==> src/rtl/int_alu_pkg.sv <==
// Shared types for the execute-stage integer ALU.
// Contents: opcode enum (shared with the decoder), multiplier FSM state enum,
// and the packed flag bundle that travels with every result.
package int_alu_pkg;

  localparam int unsigned OP_W = 4;

  typedef enum logic [OP_W-1:0] {
    ALU_ADD  = 4'd0,
    ALU_SUB  = 4'd1,
    ALU_AND  = 4'd2,
    ALU_OR   = 4'd3,
    ALU_XOR  = 4'd4,
    ALU_MUL  = 4'd5,
    ALU_SLL  = 4'd6,
    ALU_SRL  = 4'd7,
    ALU_SRA  = 4'd8,
    ALU_SLT  = 4'd9,
    ALU_SLTU = 4'd10
  } alu_op_e;

  typedef enum logic {
    ST_IDLE = 1'b0,
    ST_MUL  = 1'b1
  } state_e;

  typedef struct packed {
    logic zero;
    logic neg;
    logic carry;
    logic ovf;
  } flags_t;

endpackage

==> src/rtl/int_alu_comb.sv <==
// Combinational result/flag generation for every single-cycle opcode.
// Ports:
//   op1, op2  : operands (op2 low SHAMT_W bits double as shift amount)
//   alu_op    : opcode
//   result_c  : combinational result (0 for MUL and undefined opcodes)
//   flags_c   : zero/neg/carry/ovf describing result_c
module int_alu_comb
  import int_alu_pkg::*;
#(
  parameter int unsigned WIDTH   = 16,
  parameter int unsigned SHAMT_W = $clog2(WIDTH)
) (
  input  logic [WIDTH-1:0] op1,
  input  logic [WIDTH-1:0] op2,
  input  logic [OP_W-1:0]  alu_op,
  output logic [WIDTH-1:0] result_c,
  output flags_t           flags_c
);

  localparam int unsigned MSB = WIDTH - 1;

  logic [WIDTH:0]       sum;
  logic [WIDTH:0]       diff;
  logic [SHAMT_W-1:0]   shamt;

  // Extra top bit of sum is carry-out; of diff is borrow (op1 < op2 unsigned).
  always_comb begin
    sum      = {1'b0, op1} + {1'b0, op2};
    diff     = {1'b0, op1} - {1'b0, op2};
    shamt    = op2[SHAMT_W-1:0];
    result_c = '0;
    flags_c  = '0;

    case (alu_op)
      ALU_ADD:  result_c = sum[WIDTH-1:0];
      ALU_SUB:  result_c = diff[WIDTH-1:0];
      ALU_AND:  result_c = op1 & op2;
      ALU_OR:   result_c = op1 | op2;
      ALU_XOR:  result_c = op1 ^ op2;
      ALU_SLL:  result_c = op1 << shamt;
      ALU_SRL:  result_c = op1 >> shamt;
      ALU_SRA:  result_c = WIDTH'($signed(op1) >>> shamt);
      ALU_SLT:  result_c = WIDTH'($signed(op1) < $signed(op2));
      ALU_SLTU: result_c = WIDTH'(op1 < op2);
      default:  result_c = '0;  // MUL is produced by the top; 11..15 yield 0
    endcase

    flags_c.zero = (result_c == '0);
    flags_c.neg  = result_c[MSB];

    if (alu_op == ALU_ADD) begin
      flags_c.carry = sum[WIDTH];
      flags_c.ovf   = (op1[MSB] == op2[MSB]) && (sum[MSB] != op1[MSB]);
    end else if (alu_op == ALU_SUB) begin
      flags_c.carry = diff[WIDTH];
      flags_c.ovf   = (op1[MSB] != op2[MSB]) && (diff[MSB] != op1[MSB]);
    end
  end

endmodule

==> src/rtl/int_alu_pipe.sv <==
// Handshaked integer ALU: single-cycle ops via int_alu_comb, MUL via an
// iterative shift-add FSM (one multiplier bit per cycle), registered output.
// Ports:
//   clk, rst_n          : clock, async active-low reset
//   in_valid, in_ready  : request handshake (in_ready is combinational)
//   op1, op2, alu_op    : operands and opcode, sampled only on accept
//   out_valid, out_ready: result handshake
//   result, zero, neg, carry, ovf : registered result and its flags
//   busy                : multiply in progress
module int_alu_pipe
  import int_alu_pkg::*;
#(
  parameter int unsigned WIDTH   = 16,
  parameter int unsigned SHAMT_W = $clog2(WIDTH)
) (
  input  logic             clk,
  input  logic             rst_n,
  input  logic             in_valid,
  output logic             in_ready,
  input  logic [WIDTH-1:0] op1,
  input  logic [WIDTH-1:0] op2,
  input  logic [OP_W-1:0]  alu_op,
  output logic             out_valid,
  input  logic             out_ready,
  output logic [WIDTH-1:0] result,
  output logic             zero,
  output logic             neg,
  output logic             carry,
  output logic             ovf,
  output logic             busy
);

  localparam int unsigned MUL_ITER = WIDTH;
  localparam int unsigned CNT_W    = $clog2(MUL_ITER);
  localparam logic [CNT_W-1:0] CNT_LAST = CNT_W'(MUL_ITER - 1);

  state_e           state;
  state_e           state_next;
  logic [CNT_W-1:0] mul_cnt;
  logic [WIDTH-1:0] mcand;
  logic [WIDTH-1:0] mplier;
  logic [WIDTH-1:0] acc;
  flags_t           flags_q;

  logic             accept_c;
  logic             accept_mul_c;
  logic             load_alu_c;
  logic             mul_done_c;
  logic [WIDTH-1:0] alu_result_c;
  flags_t           alu_flags_c;
  logic [WIDTH-1:0] partial_c;
  logic [WIDTH-1:0] acc_next_c;
  flags_t           mul_flags_c;

  int_alu_comb #(
    .WIDTH   (WIDTH),
    .SHAMT_W (SHAMT_W)
  ) u_comb (
    .op1      (op1),
    .op2      (op2),
    .alu_op   (alu_op),
    .result_c (alu_result_c),
    .flags_c  (alu_flags_c)
  );

  // Accept only when idle and the output register is empty or draining now.
  assign in_ready = (state == ST_IDLE) && (!out_valid || out_ready);

  // Next-state and control strobes.
  always_comb begin
    state_next   = state;
    accept_c     = in_valid && in_ready;
    accept_mul_c = 1'b0;
    load_alu_c   = 1'b0;
    mul_done_c   = 1'b0;
    case (state)
      ST_IDLE: begin
        if (accept_c) begin
          if (alu_op == ALU_MUL) begin
            accept_mul_c = 1'b1;
            state_next   = ST_MUL;
          end else begin
            load_alu_c = 1'b1;
          end
        end
      end
      ST_MUL: begin
        if (mul_cnt == CNT_LAST) begin
          mul_done_c = 1'b1;
          state_next = ST_IDLE;
        end
      end
      default: state_next = ST_IDLE;
    endcase
  end

  // One shift-add step; on the last step this is the final product.
  always_comb begin
    partial_c         = mplier[mul_cnt] ? (mcand << mul_cnt) : '0;
    acc_next_c        = acc + partial_c;
    mul_flags_c       = '0;
    mul_flags_c.zero  = (acc_next_c == '0);
    mul_flags_c.neg   = acc_next_c[WIDTH-1];
  end

  // State register.
  always_ff @(posedge clk or negedge rst_n) begin
    if (!rst_n) state <= ST_IDLE;
    else        state <= state_next;
  end

  // Multiplier datapath.
  always_ff @(posedge clk or negedge rst_n) begin
    if (!rst_n) begin
      mcand   <= '0;
      mplier  <= '0;
      acc     <= '0;
      mul_cnt <= '0;
      busy    <= 1'b0;
    end else if (accept_mul_c) begin
      mcand   <= op1;
      mplier  <= op2;
      acc     <= '0;
      mul_cnt <= '0;
      busy    <= 1'b1;
    end else if (state == ST_MUL) begin
      acc     <= acc_next_c;
      mul_cnt <= mul_done_c ? '0 : mul_cnt + CNT_W'(1);
      if (mul_done_c) busy <= 1'b0;
    end
  end

  // Output register; a new load wins over a same-cycle drain.
  always_ff @(posedge clk or negedge rst_n) begin
    if (!rst_n) begin
      result    <= '0;
      flags_q   <= '0;
      out_valid <= 1'b0;
    end else if (load_alu_c) begin
      result    <= alu_result_c;
      flags_q   <= alu_flags_c;
      out_valid <= 1'b1;
    end else if (mul_done_c) begin
      result    <= acc_next_c;
      flags_q   <= mul_flags_c;
      out_valid <= 1'b1;
    end else if (out_valid && out_ready) begin
      out_valid <= 1'b0;
    end
  end

  assign zero  = flags_q.zero;
  assign neg   = flags_q.neg;
  assign carry = flags_q.carry;
  assign ovf   = flags_q.ovf;

endmodule
==> config.mk <==
export PLATFORM = sky130hd
export DESIGN_NAME = int_alu_pipe
export DESIGN_NICKNAME = d
export VERILOG_FILES = /design/src/rtl/int_alu_pkg.sv /design/src/rtl/int_alu_comb.sv /design/src/rtl/int_alu_pipe.sv
export SDC_FILE = /design/constraint.sdc
export NUM_CORES = 1
export LEC_CHECK = 0
export ABC_AREA = 1
export BUFFER_PORTS_ARGS = -buffer_cell sky130_fd_sc_hd__buf_2
export CELL_PAD_IN_SITES_DETAIL_PLACEMENT = 0
export CELL_PAD_IN_SITES_GLOBAL_PLACEMENT = 1
export CORE_MARGIN = 4
export CORE_UTILIZATION = 39
export CTS_CLUSTER_DIAMETER = 120
export DETAILED_ROUTE_END_ITERATION = 10
export MAX_ROUTING_LAYER = met4
export PLACE_DENSITY_LB_ADDON = 0.1
export SYNTH_ARGS = -nofsm -noshare
export SYNTH_HDL_FRONTEND = slang
export SYNTH_SLANG_ARGS = --single-unit
==> constraint.sdc <==
create_clock -name clk -period 3.06 [get_ports clk]
set_clock_uncertainty 0.05 [all_clocks]
set_input_delay 0.459 -clock clk [delete_from_list [all_inputs] [get_ports clk]]
set_output_delay 0.459 -clock clk [all_outputs]
set_load 0.005 [all_outputs]
Word-level counts from Yosys, hierarchy flattened. Cells that the tools add are included.

Bits in registers: 75. Input bits: 40. Output and inout bits: 23. Logic and storage cells: 88.

Add/sub/neg operators: 4. $lt $le $gt $ge: 3. Equal/unequal tests: 15. Shift operators: 4. Multiplexer cells: 31. Bitwise gates (word level): 4. Reductions and logical operators: 15.

Operator list (count): $pmux 16 s10 (1); $mux 16 (5); $logic_not 16->1 (2); $lt 16x16->1 (2); $shl 16x4->16 (2); $mux 4 (5); $add 16x16->17 (1); $sub 16x16->17 (1); $add 16x16->16 (1); $and 16x16->16 (1); $eq 4x3->1 const B (4); $eq 4x4->1 const B (4); $mux 1 (16); $or 16x16->16 (1); $shr 16x4->16 (1); $sshr 16x4->16 (1); $xor 16x16->16 (1); $eq 4x2->1 const B (2); $reduce_bool 2->1 (3); $logic_and 1x1->1 (5); $lt 4x5->1 const B (1); $add 4x1->4 const B (1); $bmux 1 s4 (1); $eq 4x1->1 const B (1); 10 further kinds (13).

Longest topological paths before layout. Gate-level depths: netlist of run 1.

Depth after elaboration: 8. Gate-level depth with buffers: 25. Mapped depth without buffers: 25.

Cells and area by module. Synthesis of run 1 repeated with hierarchy kept, for this count alone.

Cells, all modules: 1644. Area, all modules: 9644.2 µm².

By module, submodules not included: int_alu_pipe (times used 1, cells each 697, area each 4895.9 µm², sequential area each 1876.8 µm²); int_alu_comb (times used 1, cells each 947, area each 4748.3 µm², sequential area each 0.0 µm²).

Worst setup path after synthesis of run 1. Ideal clock, no wire load.

Path kind: register to register. Start point: reg mul_cnt[1]. End point: reg flags_q, in the netlist zero. Library setup time: 0.073 ns. Data arrival time: 2.848 ns. Data required time: 2.937 ns. Setup slack: 0.089 ns. Stages on the path, launching flop included: 21. Buffers on the path: 2. Period minus slack after synthesis: 2.971 ns. Cell sequence: dfrtp_1 > inv_1 > buf_2 > clkbuf_1 > nand3_1 > nand2_1 > nor2_1 > o311ai_0 > inv_1 > ha_1 > nand2_1 > nor2_1 > nand3_1 > nand3_1 > nand2_1 > nand2_1 > xnor2_1 > nand4_1 > nor2_1 > nor2_1 > a21oi_2.

Cells in the longest elaborated chain, start to end: 7. Elaborated cells on any way between the ends: 12. Classes of those cells: 1 x add/sub; 1 x eq/ne; 1 x shift; 7 x mux; 2 x reduce/logical.

Ends and longest elaborated chain: from (decl) (RTL line int_alu_pipe.sv:39) `logic [CNT_W-1:0] mul_cnt;`; from (signal assigned) (RTL line int_alu_pipe.sv:128) `mul_cnt <= mul_done_c ? '0 : mul_cnt + CNT_W'(1);`; $bmux 1 s4 (RTL line int_alu_pipe.sv:99) `partial_c = mplier[mul_cnt] ? (mcand << mul_cnt) : '0;`; $mux 1 (implied by the code) (RTL line int_alu_pipe.sv:99); $mux 16 (RTL line int_alu_pipe.sv:99); $add 16x16->16 (RTL line int_alu_pipe.sv:100) `acc_next_c = acc + partial_c;`; $logic_not 16->1 (RTL line int_alu_pipe.sv:102) `mul_flags_c.zero = (acc_next_c == '0);`; $mux 4 (RTL line int_alu_pipe.sv:143) `end else if (mul_done_c) begin`; $mux 4 (RTL line int_alu_pipe.sv:139) `end else if (load_alu_c) begin`; to (signal assigned) (RTL line int_alu_pipe.sv:141) `flags_q <= alu_flags_c;`; to (signal assigned) (RTL line int_alu_pipe.sv:145) `flags_q <= mul_flags_c;`; to (decl) (RTL line int_alu_pipe.sv:43) `flags_t flags_q;`.

Parallel ways exist; a longest one is shown, timed or not. The select of a mux whose other input is x is not followed. A chain may end at the register's enable or synchronous reset.

Worst setup path after layout of run 1.
Start point: reg mul_cnt[0]. End point: reg flags_q, in the netlist zero.

The elaborated chain is that of the path after synthesis.

==> out/results.tsv, run 1 <==
stage	metric	value	unit
clock_network	cts-htree-levels	3	
logic_synthesis	synth.area.mux_share	0	%
pwr	power_density	980.7	nW/um^2
routing	viasPerCell	5.307	
critical_path	critPathKind	flip-flop to flip-flop	
global_routing	grt_pass1_vias	10040	
critical_path	r2r_cells	19	
logic_synthesis	ys_types	46	
clock_network	cts_tree	yes	
sta	setup_viol	1	
sta	maxSlewViolCount	0	
critical_path	cp_max_fo	8	
sta	period_share	102.4	%
logic_synthesis	postSynthCellCount	1548	
routing	drt_iter0_markers	860	
logic_synthesis	synth_ff_type	dfrtp_1	
sta	holdWs	0.2035	ns
global_routing	grt_usage	28.60	%
routing	dr.pass1.iters	6	
placed_design	dpl.hpwl	29940	um
placed_design	post-place-ws	-0.1510	ns
floorplan	die_h	160.9	um
logic_synthesis	yosys_warnings	0	
logic_synthesis	avgSynthCellArea	5.887	um^2
clock_network	cts_root_buf	clkbuf_16	
logic_synthesis	synth-simple-area-share	43.22	%
routing	drtAntennaViolNets	0	
placed_design	place.gp.congestion	1.016	
logic_synthesis	synth_top_family_by_area	simple AND/OR/NAND/NOR gates	
status	status	complete, but fails checks	
critical_path	cp.arrival	3.36	ns
global_routing	gr-total-overflow	0	
sta	slew_headroom	35.98	%
logic_synthesis	yosysTopAreaCellShare	22.49	%
clock_network	clk_pin_slew	0.07	ns
critical_path	start_kind	flip-flop	
logic_synthesis	yosys.area_share.adder	10.41	%
logic_synthesis	yosysSeqAreaShare	20.32	%
routing	wl	37630	um
placed_design	portBuffers	62	
routing	drc	0	
sta	worstMarginPinSlew	0.9603	ns
routing	wl_per_cell	18.60	um
pwr	p_total	11.28	mW
critical_path	rr_endpoint	zero	
placed_design	placed_cells	1991	
floorplan	die-area	25870	um^2
floorplan	num_rows	55	
hold_path	holdCritPathClass	input port to asynchronous set/reset pin	
sta	fin_ws	-0.07281	ns
cells_and_area	final_util	50.48	%
cells_and_area	syn2layout_area_growth	26.17	%
critical_path	r2r_slack	-0.07	ns
clock_network	numCtsBuffers	9	
routing	via_count	10740	
critical_path	worstSetupEndpointType	flip-flop	
status	violations	setup timing	
clock_network	clockBufferDepth	2	
logic_synthesis	synth_area_leader_cell	nand2_1	
floorplan	die_w	160.9	um
logic_synthesis	synth_xor_area_share	0.9611	%
cells_and_area	layout.cells.non_filler	2023	
floorplan	initial_core_util	40.01	%
floorplan	core-area	22780	um^2
logic_synthesis	synth_area_leaders	nand2_1 (22%), dfrtp_1 (20%), nand3_1 (11%)	
global_routing	grt_max_degree	75	
clock_network	clk_latency	0.34	ns
pwr	leakagePower	6.170	nW
logic_synthesis	mappedNetlistArea	9112	um^2
critical_path	r2r-start	mul_cnt[0]	
logic_synthesis	async_flop_share	100.0	%
logic_synthesis	synthesis.nets	1662	
logic_synthesis	synth_edf_count	0	
cells_and_area	drive_gt1_share	22.59	%
sta	max_freq	319.2	MHz
critical_path	worstPathRequired	3.28	ns
sta	hold_viol_final	0	
sta	final.min_clock_period	3.133	ns
sta	rsz0062_at_grt	yes	
floorplan	ios	63	
clock_network	clock-sinks	74	
global_routing	antenna_found_initial	1	
global_routing	grt_pass1_wl	56630	um
cells_and_area	nets	1818	
job	drv_cap	0	
logic_synthesis	synth_compound_area_share	12.71	%
cells_and_area	fillCellCount	2368	
pwr	peakVddDrop	0.5811	mV
logic_synthesis	synth_seq_cells	74	
==> cell usage after synthesis (all sizes together) (4+ instances only) <==
cell type    n
nand4       14
nor2       130
dfrtp       74
buf         47
xor2         5
o22ai        4
o221ai      10
clkbuf      16
nor3        18
o21ai       98
xnor2        5
a21oi       62
a31oi        4
inv        192
nand3      201
nand2      556
ha          71
o211ai      14
o21bai       4
==> layout make-up <==
cell class	count	area, um^2	share of cell area (%)
flip-flops and latches	74	1853	16.12
multi-input cells	1216	6719	58.44
clock buffers	9	225.2	1.959
well taps	313	391.6	3.406
repair inverters	1	6.256	0.05441
inverters	195	744.5	6.475
diodes	1	2.502	0.02177
repair buffers	207	1474	12.82
clock inverters	7	81.33	0.7074
==> registers in the layout, summed over array words and instances (netlist names), 4 cells and up <==
signal   cells
mcand       16
acc         16
mplier      16
mul_cnt      4
result      16
==> per-stage QoR <==
stage               cell area [um^2]  TNS [ns]
floorplan                       9112         0
global placement               10440  -0.08417
detailed placement             10440   -0.2076
CTS                            10900         0
global route                   11500   -0.5943
finish                         11500  -0.07281
==> layout by cell type (no fill, tap or decap), drive strengths merged, types with 5 or more instances in the layout <==
cell type / count
nand2: 556
buf: 206
nand3: 201
inv: 196
nor2: 130
o21ai: 98
dfrtp: 74
ha: 71
a21oi: 62
nor3: 18
o211ai: 14
nand4: 14
clkbuf: 10
o221ai: 10
clkinv: 5
xor2: 5
xnor2: 5
==> how the worst max path moves through the flow <==
stage                     from   end  slack, ns  cells after the start
floorplan           mul_cnt[1]  zero       0.09                     20
global placement    mul_cnt[0]  zero      -0.08                     19
detailed placement  mul_cnt[0]  zero      -0.15                     24
CTS                 mul_cnt[0]  zero      0.004                     27
global route        mul_cnt[0]  zero      -0.17                     19
finish              mul_cnt[0]  zero      -0.07                     19
==> critical path: stages, from the launching register on <==
cell and delay, ns:
dfrtp_2 0.50, buf_12 0.17, nand2_1 0.08, nand3_2 0.08, nand3_2 0.09, nand3_4 0.11, buf_6 0.16, nor2_2 0.11
ha_1 0.27, inv_1 0.11, o21bai_1 0.11, nor2_1 0.15, nand2_1 0.14, xnor2_2 0.23, nand3_1 0.12, nor2_1 0.14
nand4_1 0.09, nor2_1 0.14, nor2_1 0.08, a21oi_2 0.11
==> logic make-up after synthesis <==
logic type      count (synthesis)
buf+inv                       258
compound gates                204
simple gates                  928
xor+xnor                       10
flops                          74
fa+ha+maj                      74
==> repair_timing <==
action / 4_1_cts / 5_1_grt
cloned: 0 / 2
setup buffers: 3 / 10
endpoints found under the setup margin: 6 / 17
gates resized for setup: 31 / 138
pin swaps: 12 / 64
hold buffers: 0 / 0
==> where the power goes <==
group	switching [mW]	total, mW	internal, mW	leakage [nW]
clock	0.483	1.13	0.646	0.147
sequential	0.326	1.75	1.43	0.910
combinational	4.69	8.39	3.71	5.11
total	5.50	11.3	5.78	6.17
==> per-layer routing <==
layer	up-vias	GRT usage, %	share of wire, %
li1	5307	-	-
met1	4926	35.92	41
met2	409	46.62	47
met3	95	2.002	5.9
met4	0	14.39	5.8
met5	-	-	0
No activity file was read; power rests on OpenSTA's default activity.
==> inputs of run 2 (changes only) <==
- CORE_UTILIZATION: 39 -> 44
- clock period: 3.06 -> 3 ns (I/O delays scaled with it)
==> run 2 against run 1 <==
The run still ends with setup timing left. Cell area down 0.17%. Largest power group unchanged. Sequential cell count unchanged. Register-to-register slack better by 0.02 ns. Critical endpoint unchanged. Core utilization up 6.1 points. Combinational power about the same. Sequential power up 3%.
==> out/results.tsv, run 2 (synthesis results as in run 1) <==
stage	metric	value	unit
status	status	complete, but fails checks	
status	violations	setup timing	
job	drv_cap	0	
cells_and_area	layout.cells.non_filler	1985	
pwr	p_switching	5.448	mW
sta	worstMarginPinSlew	0.9372	ns
hold_path	holdCritPathClass	input port to asynchronous set/reset pin	
clock_network	cts_tree	yes	
sta	slew_headroom	37.52	%
critical_path	r2r_cells	21	
sta	holdWs	0.1851	ns
critical_path	worstPathRequired	3.23	ns
placed_design	post-place-ws	-0.1840	ns
clock_network	cts-htree-levels	3	
cells_and_area	layout_common_cells	nand2_1 (522), nand3_1 (174), inv_1 (172)	
clock_network	clock-sinks	74	
sta	setup_viol	1	
critical_path	r2r-start	mul_cnt[0]	
floorplan	die_h	151.9	um
routing	wl	37380	um
floorplan	initial_core_util	44.89	%
critical_path	rr_endpoint	zero	
critical_path	cp.arrival	3.28	ns
critical_path	cpMaxStageDelayCell	dfrtp_2	
pwr	netSwitchingFraction	48.19	%
pwr	seqPwrFrac	15.9	%
cells_and_area	nets	1823	
global_routing	grt_pass1_wl	57260	um
routing	drc	0	
global_routing	grt_max_degree	75	
clock_network	cts_root_buf	clkbuf_16	
cells_and_area	drive_gt1_share	22.35	%
sta	fin_ws	-0.04877	ns
sta	final.min_clock_period	3.049	ns
cells_and_area	final_cell_area	11480	um^2
routing	dr.pass1.iters	5	
global_routing	grt_usage	32.11	%
routing	via_count	10650	
critical_path	r2r_slack	-0.05	ns
critical_path	crit_family	compound AO/OA/AOI/OAI gates	
cells_and_area	final_util	56.54	%
sta	hold_viol_final	0	
placed_design	dpl.hpwl	29810	um
critical_path	worstSetupEndpointType	flip-flop	
clock_network	numCtsBuffers	9	
clock_network	clockBufferDepth	2	
critical_path	cp_common_cell	nor2_2	
sta	max_freq	328.0	MHz
global_routing	antenna_found_initial	1	
sta	maxSlewViolCount	0	
floorplan	die_w	151.9	um
clock_network	clk_latency	0.35	ns
pwr	power_density	985.0	nW/um^2
floorplan	die-area	23080	um^2
global_routing	gr-total-overflow	0	
pwr	power.share.clock	10.0	%
placed_design	place.gp.congestion	1.008	
pwr	p_total	11.31	mW
placed_design	portBuffers	62	
floorplan	num_rows	52	
critical_path	start_kind	flip-flop	
critical_path	max_stage_delay	0.49	ns
sta	setup-tns-final	-0.04877	ns
critical_path	cp_num_buf_inv	4	
critical_path	critPathKind	flip-flop to flip-flop	
pwr	leakagePower	6.185	nW
pwr	p_int	5.857	mW
cells_and_area	final_common_cell	nand2_1	
routing	wl_per_cell	18.83	um
global_routing	grt_pass1_vias	10050	
routing	drt_iter0_markers	872	
cells_and_area	syn2layout_area_growth	25.95	%
critical_path	cp_max_fo	6	
routing	drtAntennaViolNets	0	
placed_design	dpl_cell_area	10420	um^2
floorplan	ios	63	
pwr	peakVddDrop	0.5790	mV
sta	rsz0062_at_grt	yes	
routing	viasPerCell	5.365	
pwr	combinationalPowerShare	74.1	%
placed_design	placed_cells	1952	
clock_network	clk_pin_slew	0.07	ns
floorplan	core-area	20300	um^2
critical_path	cp_cell_sequence	buf_6 -> nand2_1 -> o21ai_2 -> o21ai_1 -> a21oi_1 -> a21oi_1 -> o211ai_1 -> inv_1 -> ha_4 -> nand2_2 -> nor2_2 -> buf_4 -> a21oi_2 -> buf_4 -> nand3_4 -> nand3_2 -> nor2_1 -> nand4_1 -> nor2_2 -> nor2_2 -> a21oi_2	
sta	period_share	101.6	%
run 2: worst register-to-register path, stage by stage, from the launching register on:
cell and delay (ns):
dfrtp_2 0.49, buf_6 0.17, nand2_1 0.07, o21ai_2 0.07
o21ai_1 0.09, a21oi_1 0.16, a21oi_1 0.06, o211ai_1 0.28
inv_1 0.12, ha_4 0.31, nand2_2 0.05, nor2_2 0.11
buf_4 0.12, a21oi_2 0.06, buf_4 0.14, nand3_4 0.05
nand3_2 0.08, nor2_1 0.11, nand4_1 0.10, nor2_2 0.13
nor2_2 0.05, a21oi_2 0.13
run 2: cell type report:
cell class              count  area (um^2)
multi-input cells        1216         6725
inverters                 195        739.5
clock inverters             5        63.81
diodes                      1        2.502
clock buffers              11        242.7
repair buffers            212         1505
flip-flops and latches     74         1853
repair inverters            1        7.507
fillers                  2102         8822
well taps                 270        337.8
run 2: timing repair:
item / 4_1_cts / 5_1_grt
pin swaps: 36 / 56
hold buffers: 0 / 0
endpoints found under the hold margin: 0 / 0
resized for setup: 78 / 85
cloned: 3 / 0
setup buffers: 10 / 4
setup endpoints to repair: 5 / 19
run 2: per-layer routing:
layer | track usage (%) | vias up | share of wire [%]
met5 | - | - | 0
met4 | 14.04 | 0 | 4.7
met3 | 2.275 | 79 | 4.9
met2 | 52.10 | 363 | 47
met1 | 41.38 | 4889 | 43
li1 | - | 5318 | -
run 2: worst max-delay path by stage:
| stage | cells after the start | end | slack (ns) | start |
|---|---|---|---|---|
| after floorplan | 20 | zero | 0.03 | mul_cnt[1] |
| after global placement | 21 | zero | -0.12 | mul_cnt[1] |
| after detailed placement | 23 | zero | -0.18 | mul_cnt[0] |
| after CTS | 21 | zero | 0.00001 | mul_cnt[0] |
| after global routing | 21 | zero | -0.25 | mul_cnt[0] |
| final | 21 | zero | -0.05 | mul_cnt[0] |
run 2: power by group through the flow:
stage / Clock (mW) / Sequential (mW) / Combinational [mW]
global placement: 0 / 1.74 / 6.29
global route: 1.19 / 1.85 / 9.06
CTS: 1.13 / 1.78 / 7.37
finish: 1.13 / 1.80 / 8.38
detailed placement: 0 / 1.75 / 6.30
floorplan: 0 / 1.67 / 3.60
